$ cat src/rtl/ram_arbiter.sv
// ram_arbiter
// Shares one ram_dual instance between two requesters (A and B). Each
// requester issues read or write commands over a req/gnt handshake; at most
// one command is accepted per cycle. The RAM write and read ports are driven
// from registers. Read data comes back two cycles after the transfer and is
// steered to the requester that issued the read.
//
// Configuration macro: RAM_ARB_RR_EN
//   defined   -> round-robin on contention (grant the requester not granted last)
//   undefined -> fixed priority on contention (A always wins)
//
// Ports:
//   clk, rst_n                   clock, synchronous active-low reset
//   a_req/a_we/a_addr/a_wdata    requester A command
//   a_gnt                        A command accepted this cycle (combinational)
//   a_rvalid/a_rdata             A read return (rdata is 0 when rvalid is low)
//   b_*                          same set for requester B
//   ram_data/ram_write_addr/ram_we/ram_read_addr   registered RAM controls
//   ram_q                        RAM read data
module ram_arbiter #(
  parameter int DATA_WIDTH = 8,
  parameter int ADDR_WIDTH = 6
) (
  input  logic                  clk,
  input  logic                  rst_n,
  input  logic                  a_req,
  input  logic                  a_we,
  input  logic [ADDR_WIDTH-1:0] a_addr,
  input  logic [DATA_WIDTH-1:0] a_wdata,
  output logic                  a_gnt,
  output logic                  a_rvalid,
  output logic [DATA_WIDTH-1:0] a_rdata,
  input  logic                  b_req,
  input  logic                  b_we,
  input  logic [ADDR_WIDTH-1:0] b_addr,
  input  logic [DATA_WIDTH-1:0] b_wdata,
  output logic                  b_gnt,
  output logic                  b_rvalid,
  output logic [DATA_WIDTH-1:0] b_rdata,
  output logic [DATA_WIDTH-1:0] ram_data,
  output logic [ADDR_WIDTH-1:0] ram_write_addr,
  output logic                  ram_we,
  output logic [ADDR_WIDTH-1:0] ram_read_addr,
  input  logic [DATA_WIDTH-1:0] ram_q
);

`ifdef RAM_ARB_RR_EN
  localparam bit RR_EN = 1'b1;
`else
  localparam bit RR_EN = 1'b0;
`endif

  localparam logic OWN_A = 1'b0;
  localparam logic OWN_B = 1'b1;

  logic                  last;
  logic                  xfer;
  logic                  sel_we;
  logic [ADDR_WIDTH-1:0] sel_addr;
  logic [DATA_WIDTH-1:0] sel_wdata;
  logic                  p1_valid, p1_tag;
  logic                  p2_valid, p2_tag;

  // Grant logic. In fixed-priority builds RR_EN is 0, so A always wins
  // contention even though last is still tracked.
  always_comb begin
    a_gnt = 1'b0;
    b_gnt = 1'b0;
    if (rst_n) begin
      if (a_req && b_req) begin
        if (RR_EN && (last == OWN_A)) b_gnt = 1'b1;
        else                          a_gnt = 1'b1;
      end else begin
        a_gnt = a_req;
        b_gnt = b_req;
      end
    end
  end

  // Command of whichever requester was granted; grants are one-hot.
  always_comb begin
    xfer      = a_gnt | b_gnt;
    sel_we    = b_gnt ? b_we    : a_we;
    sel_addr  = b_gnt ? b_addr  : a_addr;
    sel_wdata = b_gnt ? b_wdata : a_wdata;
  end

  // RAM port registers, priority pointer and read tag pipeline. p1 lines up
  // with ram_read_addr, p2 with the registered ram_q coming out of the RAM.
  always_ff @(posedge clk) begin
    if (!rst_n) begin
      ram_we         <= 1'b0;
      ram_data       <= '0;
      ram_write_addr <= '0;
      ram_read_addr  <= '0;
      last           <= OWN_B;
      p1_valid       <= 1'b0;
      p1_tag         <= OWN_A;
      p2_valid       <= 1'b0;
      p2_tag         <= OWN_A;
    end else begin
      ram_we <= xfer && sel_we;
      if (xfer && sel_we) begin
        ram_write_addr <= sel_addr;
        ram_data       <= sel_wdata;
      end
      if (xfer && !sel_we) ram_read_addr <= sel_addr;
      if (xfer) last <= b_gnt ? OWN_B : OWN_A;
      p1_valid <= xfer && !sel_we;
      p1_tag   <= b_gnt ? OWN_B : OWN_A;
      p2_valid <= p1_valid;
      p2_tag   <= p1_tag;
    end
  end

  // Read return steering; data is forced to 0 for the requester not being served.
  always_comb begin
    a_rvalid = p2_valid && (p2_tag == OWN_A);
    b_rvalid = p2_valid && (p2_tag == OWN_B);
    a_rdata  = a_rvalid ? ram_q : '0;
    b_rdata  = b_rvalid ? ram_q : '0;
  end

endmodule

$ cat config.mk
export PLATFORM = sky130hd
export DESIGN_NAME = ram_arbiter
export DESIGN_NICKNAME = d
export VERILOG_FILES = /design/src/rtl/ram_arbiter.sv
export SDC_FILE = /design/constraint.sdc
export NUM_CORES = 1
export LEC_CHECK = 0
export BUFFER_PORTS_ARGS = -buffer_cell sky130_fd_sc_hd__buf_2
export CORE_MARGIN = 4
export CORE_UTILIZATION = 43
export CTS_CLUSTER_DIAMETER = 40
export DETAILED_ROUTE_END_ITERATION = 16
export PLACE_DENSITY_LB_ADDON = 0.08
export SKIP_LAST_GASP = 1
export SYNTH_ARGS = -nofsm -noshare
export SYNTH_HDL_FRONTEND = slang
export SYNTH_SLANG_ARGS = --single-unit
$ cat constraint.sdc
create_clock -name clk -period 2.5 [get_ports clk]
set_clock_uncertainty 0.15 [all_clocks]
set_input_delay 0.25 -clock clk [delete_from_list [all_inputs] [get_ports clk]]
set_output_delay 0.25 -clock clk [all_outputs]
set_load 0.1 [all_outputs]
==> metrics.md, run 1 <==
| Metric | Value |
|---|---|
| Share of Yosys cell area claimed by the top area cell type | between 40% and 50% |
| Final Util | between 60% and 70% |
| Outcome | finished, final reports clean |
| Simple-gate area share of the yosys netlist | between 20% and 30% |
| Diodes inserted | 0 |
| Port bufs | 82 |
| Root buffer cell | clkbuf_4 |
| Leading post-synthesis cells by cell area | dfxtp_1 43%, o31ai_1 13%, and2_1 8.0%, a21oi_1 5.1%, mux2i_1 5.1% |
| Share of cells above drive strength 1 | about 43% |
| Sink Count | 25 |
| Clk Latency, worst-skew pair | approximately 0.32 ns |
| Post-CTS setup buffers | 0 |
| Final period utilization | a little under nine tenths |
| Largest net degree at the start of global routing | 26 |
| Met3 GRT Util | under 10% |
| Final GP Congestion | around 0.71 |
| Initial antenna violation count | 0 |
| First-pass GRT wire length | around 4800 um |
| Setup TNS | 0 ns |
| Syn nets | 175 |
| CP startpoint kind | flip-flop |
| Iter 0 DRT Violations | 39 |
| Comb pwr share | 38.9% |
| Part of the power in registers | a little over two fifths |
| Die span in x | between 60 and 70 um |
| Worst-path maximum fanout | 10 |
| Total grt overflow | 0 |
| Area of the die | around 3600 sq um |
| Initial Util | between 40% and 50% |
| Main combinational cell family by area after synthesis | compound AO/OA/AOI/OAI gates |
| Max_cap viols | 0 |
| Peak supply drop | a little over 0.4 mV |
| DR vias/cell | roughly 5.2 |
| Synthesized instance count | between 100 and 150 |
| Layout area overhead | 39.8% |
| Adder-cell share of the synthesized area | 0% |
| Die Ht | 60.1 um |
| Synth warn | 0 |
| Commonest non-fill, non-tap cell in the layout | buf_2 |
| Setup Crit Path Kind | flip-flop to output port |
| Drt wl/cell | around 13 um |
| H-tree depth | 1 |
| Met1 GRT Util | slightly above 20% |
| P_int | 0.000573 W |
| Max Fclk | between 0.4 and 0.5 GHz |
| Synth Register Bits | 25 |
| Routed Antenna Nets | 0 |
| Worst hold margin | between 0.015 and 0.02 ns |
| Post_cts resized | 0 |
| Slew margin rel. | 62.8% |
| Post-synthesis compound-gate area fraction | approximately 22% |
| First-pass DRT Iterations | 4 |
| Num CTS Buffers | 3 |
| Net switching power | 0.000454 W |
| Row Count | 18 |
| Area leader, netlist | dfxtp_1 |
| Seq/Total Area, Yosys | 42.9% |
| Vias in the first global route | between 1000 and 1500 |
| Total core area | approximately 2500 sq um |
| Drt drc | 0 |
| Multiplexer area fraction after synthesis | under 10% |
| Distinct cells, synth | 18 |
| Post-Route WL | around 3200 um |
| # nets final | about 250 |
| RSZ-0062 raised after global routing | false |
| GRT busiest layer | met2 |
| Xor/xnor cell area share of the yosys netlist | 0% |
| Gr usage total | between 10% and 20% |
| Syn_area_per_cell | slightly below 9 sq um |
| Sw Share | around 44% |
| CTS Hold Bufs | 0 |
| Synth Cell Area | roughly 1200 sq um |
| I/O pins | 83 |
| Clock Power Share | between 15 and 20% |
| Fillers | 227 |
| GR Util met2 | a little under a third |
| Hold Vio Cnt, Final | 0 |
| Clock period minus worst slack | between 2 and 2.5 ns |
| Endpoint class of the critical path | output port |
| Worst hold-check path type | primary input to flip-flop |
| Register Area | around 500 sq um |
| Clock Path Buffers | 2 |
| Multi-input logic area | between 500 and 600 sq um |
| HPWL after detailed placement | ~2500 um |
| Slew @ Worst Pin | ~0.56 ns |
| Max-slew violations | 0 |
| Power density cells | roughly 630 nW/um^2 |
| CTS tree | built |
| Clock transition at path regs | about 0.14 ns |
| Vias | around 1300 |
| Crit path DAT | ~1.8 ns |
| Leak | around 0.94 nW |
| Most frequent cells in the layout | 81 x buf_2, 25 x dfxtp_1, 20 x o31ai_1 |
| Worst endpoint required time | roughly 2.1 ns |
| Final setup fails | 0 |
## sequential cells by signal (all words and copies together) (netlist names)
name,cells
ram_read_addr,6
ram_data,8
ram_we,1
p1_valid,1
p1_tag,1
p2_valid,1
p2_tag,1
ram_write_addr,6
## area by class of cell
class                   count  area share [%]
multi-input cells          92            35.4
flip-flops and latches     25            30.7
repair buffers             88            29.4
well taps                  30            2.30
clock buffers               3            1.38
inverters                   2           0.460
clock inverters             1           0.307
## power by group through the flow
| stage | sequential [W] | clock [W] | combinational (W) |
|---|---|---|---|
| after floorplan | 0.000654 | 0 | 0.000119 |
| after global placement | 0.000453 | 0 | 0.000392 |
| after detailed placement | 0.000454 | 0 | 0.000395 |
| after CTS | 0.000445 | 0.000187 | 0.000396 |
| after global routing | 0.000450 | 0.000215 | 0.000419 |
| final | 0.000446 | 0.000181 | 0.000400 |
## worst max-delay path, stage by stage (launching register included)
cell and delay (ns):
dfxtp_1 0.45, nor2b_1 0.37, and2_1 0.18, buf_2 0.42
## stage by stage
stage          power [W]  area, sq um  setup WS (ns)  std cells
2_1_floorplan   0.000773         1170          0.244        133
3_3_place_gp    0.000845         1560          0.692        233
5_1_grt          0.00108         1630          0.197        241
4_1_cts          0.00103         1590          0.317        237
6_report         0.00103         1630          0.353        241
3_5_place_dp    0.000849         1560          0.629        233
## routing by layer
metal / up-vias / wire length [um]
li1: 629 / -
met1: 567 / 1250
met2: 63 / 1500
met3: 5 / 384
met4: 0 / 38
met5: - / 0
## final timing paths
kind / slack [ns] / cells past startpoint / to / start
worst max-delay path: 0.35 / 3 / a_rdata[5] / p2_valid
worst min-delay path: 0.02 / 3 / ram_data[3] / a_wdata[3]
worst max register to register: 1.04 / 3 / ram_data[2] / ram_data[2]
worst min register to register: 0.29 / 1 / p2_tag / p1_tag
## cells in the mapped netlist (all sizes together)
library cell	number
clkbuf	6
nor2b	2
and3b	1
dfxtp	25
and2	15
mux2i	6
buf	8
nor3b	1
a21oi	12
nand3b	1
nand2	16
or2	2
and3	8
inv	2
a31oi	8
o31ai	20
## cells by family after synthesis
| family | after synthesis |
|---|---|
| AOI/OAI and AO/OA | 40 |
| buffers and inverters | 16 |
| DFF | 25 |
| muxes | 6 |
| and+or+nand+nor | 46 |
(Power assumes the default switching activity.)
==> run 2, diff against run 1 <==
- ABC_AREA: unset -> 1
- CORE_UTILIZATION: 43 -> 47
==> metrics.md, run 2 <==
| Metric | Value |
|---|---|
| Routed Antenna Nets | 0 |
| Largest net degree at the start of global routing | 25 |
| Commonest non-fill, non-tap cell in the layout | buf_2 |
| Slowest-stage cell, CP | buf_2 |
| CTS Hold Bufs | 0 |
| Max stage delay on crit path | ~0.44 ns |
| Drt wl/cell | 9.52 um |
| Total grt overflow | 0 |
| Most frequent cells in the layout | 82 x buf_2, 79 x nand2_1, 51 x inv_1 |
| Largest Register | ram_data |
| RSZ-0062 raised after global routing | false |
| First-pass GRT wire length | just under 6000 um |
| Clk Latency, worst-skew pair | roughly 0.31 ns |
| R2R Path End | ram_data[4] |
| Hold_sp | a_req |
| DR vias/cell | 4.40 |
| Post-CTS setup buffers | 0 |
| Worst hold-check path type | primary input to flip-flop |
| Syn_area_per_cell | slightly below 6 sq um |
| Worst R2R Path Depth | 4 |
| Sink Count | 25 |
| Min-Delay Endpoint | p1_tag |
| Synth Cell Area | 1430 sq um |
| Largest register FFs | 8 |
| Gr usage total | 17.4% |
| Comb pwr share | 42.7% |
| Final setup fails | 0 |
| Leak | around 1.3 nW |
| Top-count cell post-synth | nand2_1 |
| Total core area | about 2800 sq um |
| CTS tree | built |
| Max Fclk | around 0.48 GHz |
| Worst hold margin | 0.0213 ns |
| Final GP Congestion | 0.766 |
| Initial antenna violation count | 0 |
| Vias | 1546 |
| Synth Register Bits | 25 |
| Row Count | 19 |
| Layout area overhead | 35.7% |
| Worst R2R Start | ram_data[4] |
| Outcome | finished, final reports clean |
| Synth Flop Type | dfxtp_1 |
| Synthesized instance count | 240 |
| Num CTS Buffers | 3 |
| Synth warn | 0 |
| Hold Vio Cnt, Final | 0 |
| Share of cells above drive strength 1 | 34.1% |
| Sw Share | between 40 and 50% |
| Part of the power in registers | between 40% and 50% |
| Fillers | around 280 |
| Slew margin rel. | between 50% and 60% |
| Peak supply drop | 0.444 mV |
| Worst-path maximum fanout | 8 |
| Crit path DAT | between 1.5 and 2 ns |
| Diodes inserted | 0 |
| Cell Chain, Critical Path | inv_1 -> nor2_4 -> inv_1 -> nor2_4 -> buf_2 |
| Async SR Flop Fraction | 0% |
| Setup TNS | 0 ns |
| Root buffer cell | clkbuf_4 |
| Clock transition at path regs | approximately 0.14 ns |
| Endpoint class of the critical path | output port |
| Clock period minus worst slack | 2.07 ns |
| Area of the die | 3980 sq um |
| Synth cell count leaders | 79 x nand2_1, 52 x nor2_1, 51 x inv_1 |
| Area leader, netlist | dfxtp_1 |
| Max_cap viols | 0 |
| I/O pins | 83 |
| Syn nets | 282 |
| P_int | approximately 0.00058 W |
| CP startpoint kind | flip-flop |
| Seq/Total Area, Yosys | a little over a third |
| Vias in the first global route | 1445 |
| First-pass DRT Iterations | 4 |
| Power density cells | 561 nW/um^2 |
| Slew @ Worst Pin | ~0.67 ns |
| Drt drc | 0 |
| Distinct cells, synth | 14 |
| Max-slew violations | 0 |
| Post_cts resized | 0 |
| Worst reg-to-reg setup slack | about 1.7 ns |
| Biggest regs | ram_data (8), ram_read_addr (6), ram_write_addr (6) |
| Net switching power | approximately 0.0005 W |
| Register Area | 500 sq um |
| Port bufs | 82 |
| Share of Yosys cell area claimed by the top area cell type | approximately a third |
| Number of synthesized flops with an enable pin | 0 |
| Post-Route WL | between 3000 and 4000 um |
| Leading post-synthesis cells by cell area | dfxtp_1 35%, nand2_1 21%, nor2_1 14%, inv_1 13%, nand2_4 4.7% |
| H-tree depth | 1 |
| Die span in x | around 63 um |
| Iter 0 DRT Violations | 37 |
| Final period utilization | between 80 and 90% |
| Min-Delay Path Depth | 2 |
| Die Ht | ~63 um |
| Initial Util | between 50% and 60% |
| Worst endpoint required time | 2.10 ns |
| # nets final | ~360 |
| Clock Path Buffers | 2 |
| Setup Crit Path Kind | flip-flop to output port |
| Multi-input logic area | 758 sq um |
| HPWL after detailed placement | between 2000 and 3000 um |
| Clock Power Share | around 17% |
-- run 2: changes by cell type after synthesis, sizes merged, moves of 2 or more --
| cell | delta |
|---|---|
| a21oi | -12 |
| a31oi | -8 |
| and2 | -15 |
| and3 | -8 |
| clkbuf | -6 |
| inv | +49 |
| mux2i | -6 |
| nand2 | +73 |
| nand3 | +13 |
| nor2 | +54 |
| nor2b | -2 |
| o31ai | -20 |
| or2 | -2 |
-- run 2: worst max-delay path by stage --
stage | start | to | slack, ns | depth (start not counted)
after floorplan | p2_valid | a_rdata[0] | 0.20 | 4
after global placement | p2_valid | a_rdata[0] | 0.80 | 5
after detailed placement | rst_n | ram_write_addr[4] | 0.77 | 8
after CTS | p2_valid | a_rdata[5] | 0.42 | 5
after global routing | p2_valid | a_rdata[0] | 0.28 | 5
final | p2_valid | a_rdata[0] | 0.43 | 5
-- run 2: cell type report --
class / count / area share [%]
clock buffer: 3 / 1.16
clock inverter: 1 / 0.388
inverter: 51 / 9.88
multi-input combinational: 157 / 39.1
sequential: 25 / 25.8
tap: 31 / 2.00
timing repair buffer: 83 / 21.6
-- run 2: cell families (layout without fill, tap and decap cells) --
logic type    Yosys count  count (layout)  share of synthesized area [%]
simple gates          157             157                           48.4
buf+inv                58             138                           16.6
flops                  25              25                           35.1
-- run 2: power by group through the flow --
stage,Clock (W),Combinational (W),Sequential [W]
floorplan,0,0.000184,0.000650
global placement,0,0.000462,0.000450
detailed placement,0,0.000466,0.000451
CTS,0.000185,0.000467,0.000442
global route,0.000200,0.000499,0.000447
finish,0.000182,0.000464,0.000442
-- run 2: metrics by stage --
step | setup WS, ns | power (W) | cell area, sq um | util, % | cells
floorplan | 0.201 | 0.000834 | 1500 | - | 240
global placement | 0.798 | 0.000913 | 1910 | 67.4 | 347
detailed placement | 0.766 | 0.000917 | 1910 | 67.4 | 347
CTS | 0.424 | 0.00109 | 1940 | 68.5 | 351
global route | 0.281 | 0.00115 | 1940 | 68.5 | 351
finish | 0.431 | 0.00109 | 1940 | 68.5 | 351
-- run 2: worst max-delay path, delay by kind of cell, from the launching register on --
family | cells | cell delay [ns]
simple gates | 2 | 0.23
buf+inv | 3 | 0.77
flops | 1 | 0.35
-- run 2: per-layer routing --
layer	GRT usage [%]	vias up	routed length [um]
met5	0	-	0
met4	3.31	0	35
met3	2.84	4	251
met2	32.0	53	1600
met1	21.3	650	1460
li1	-	839	-
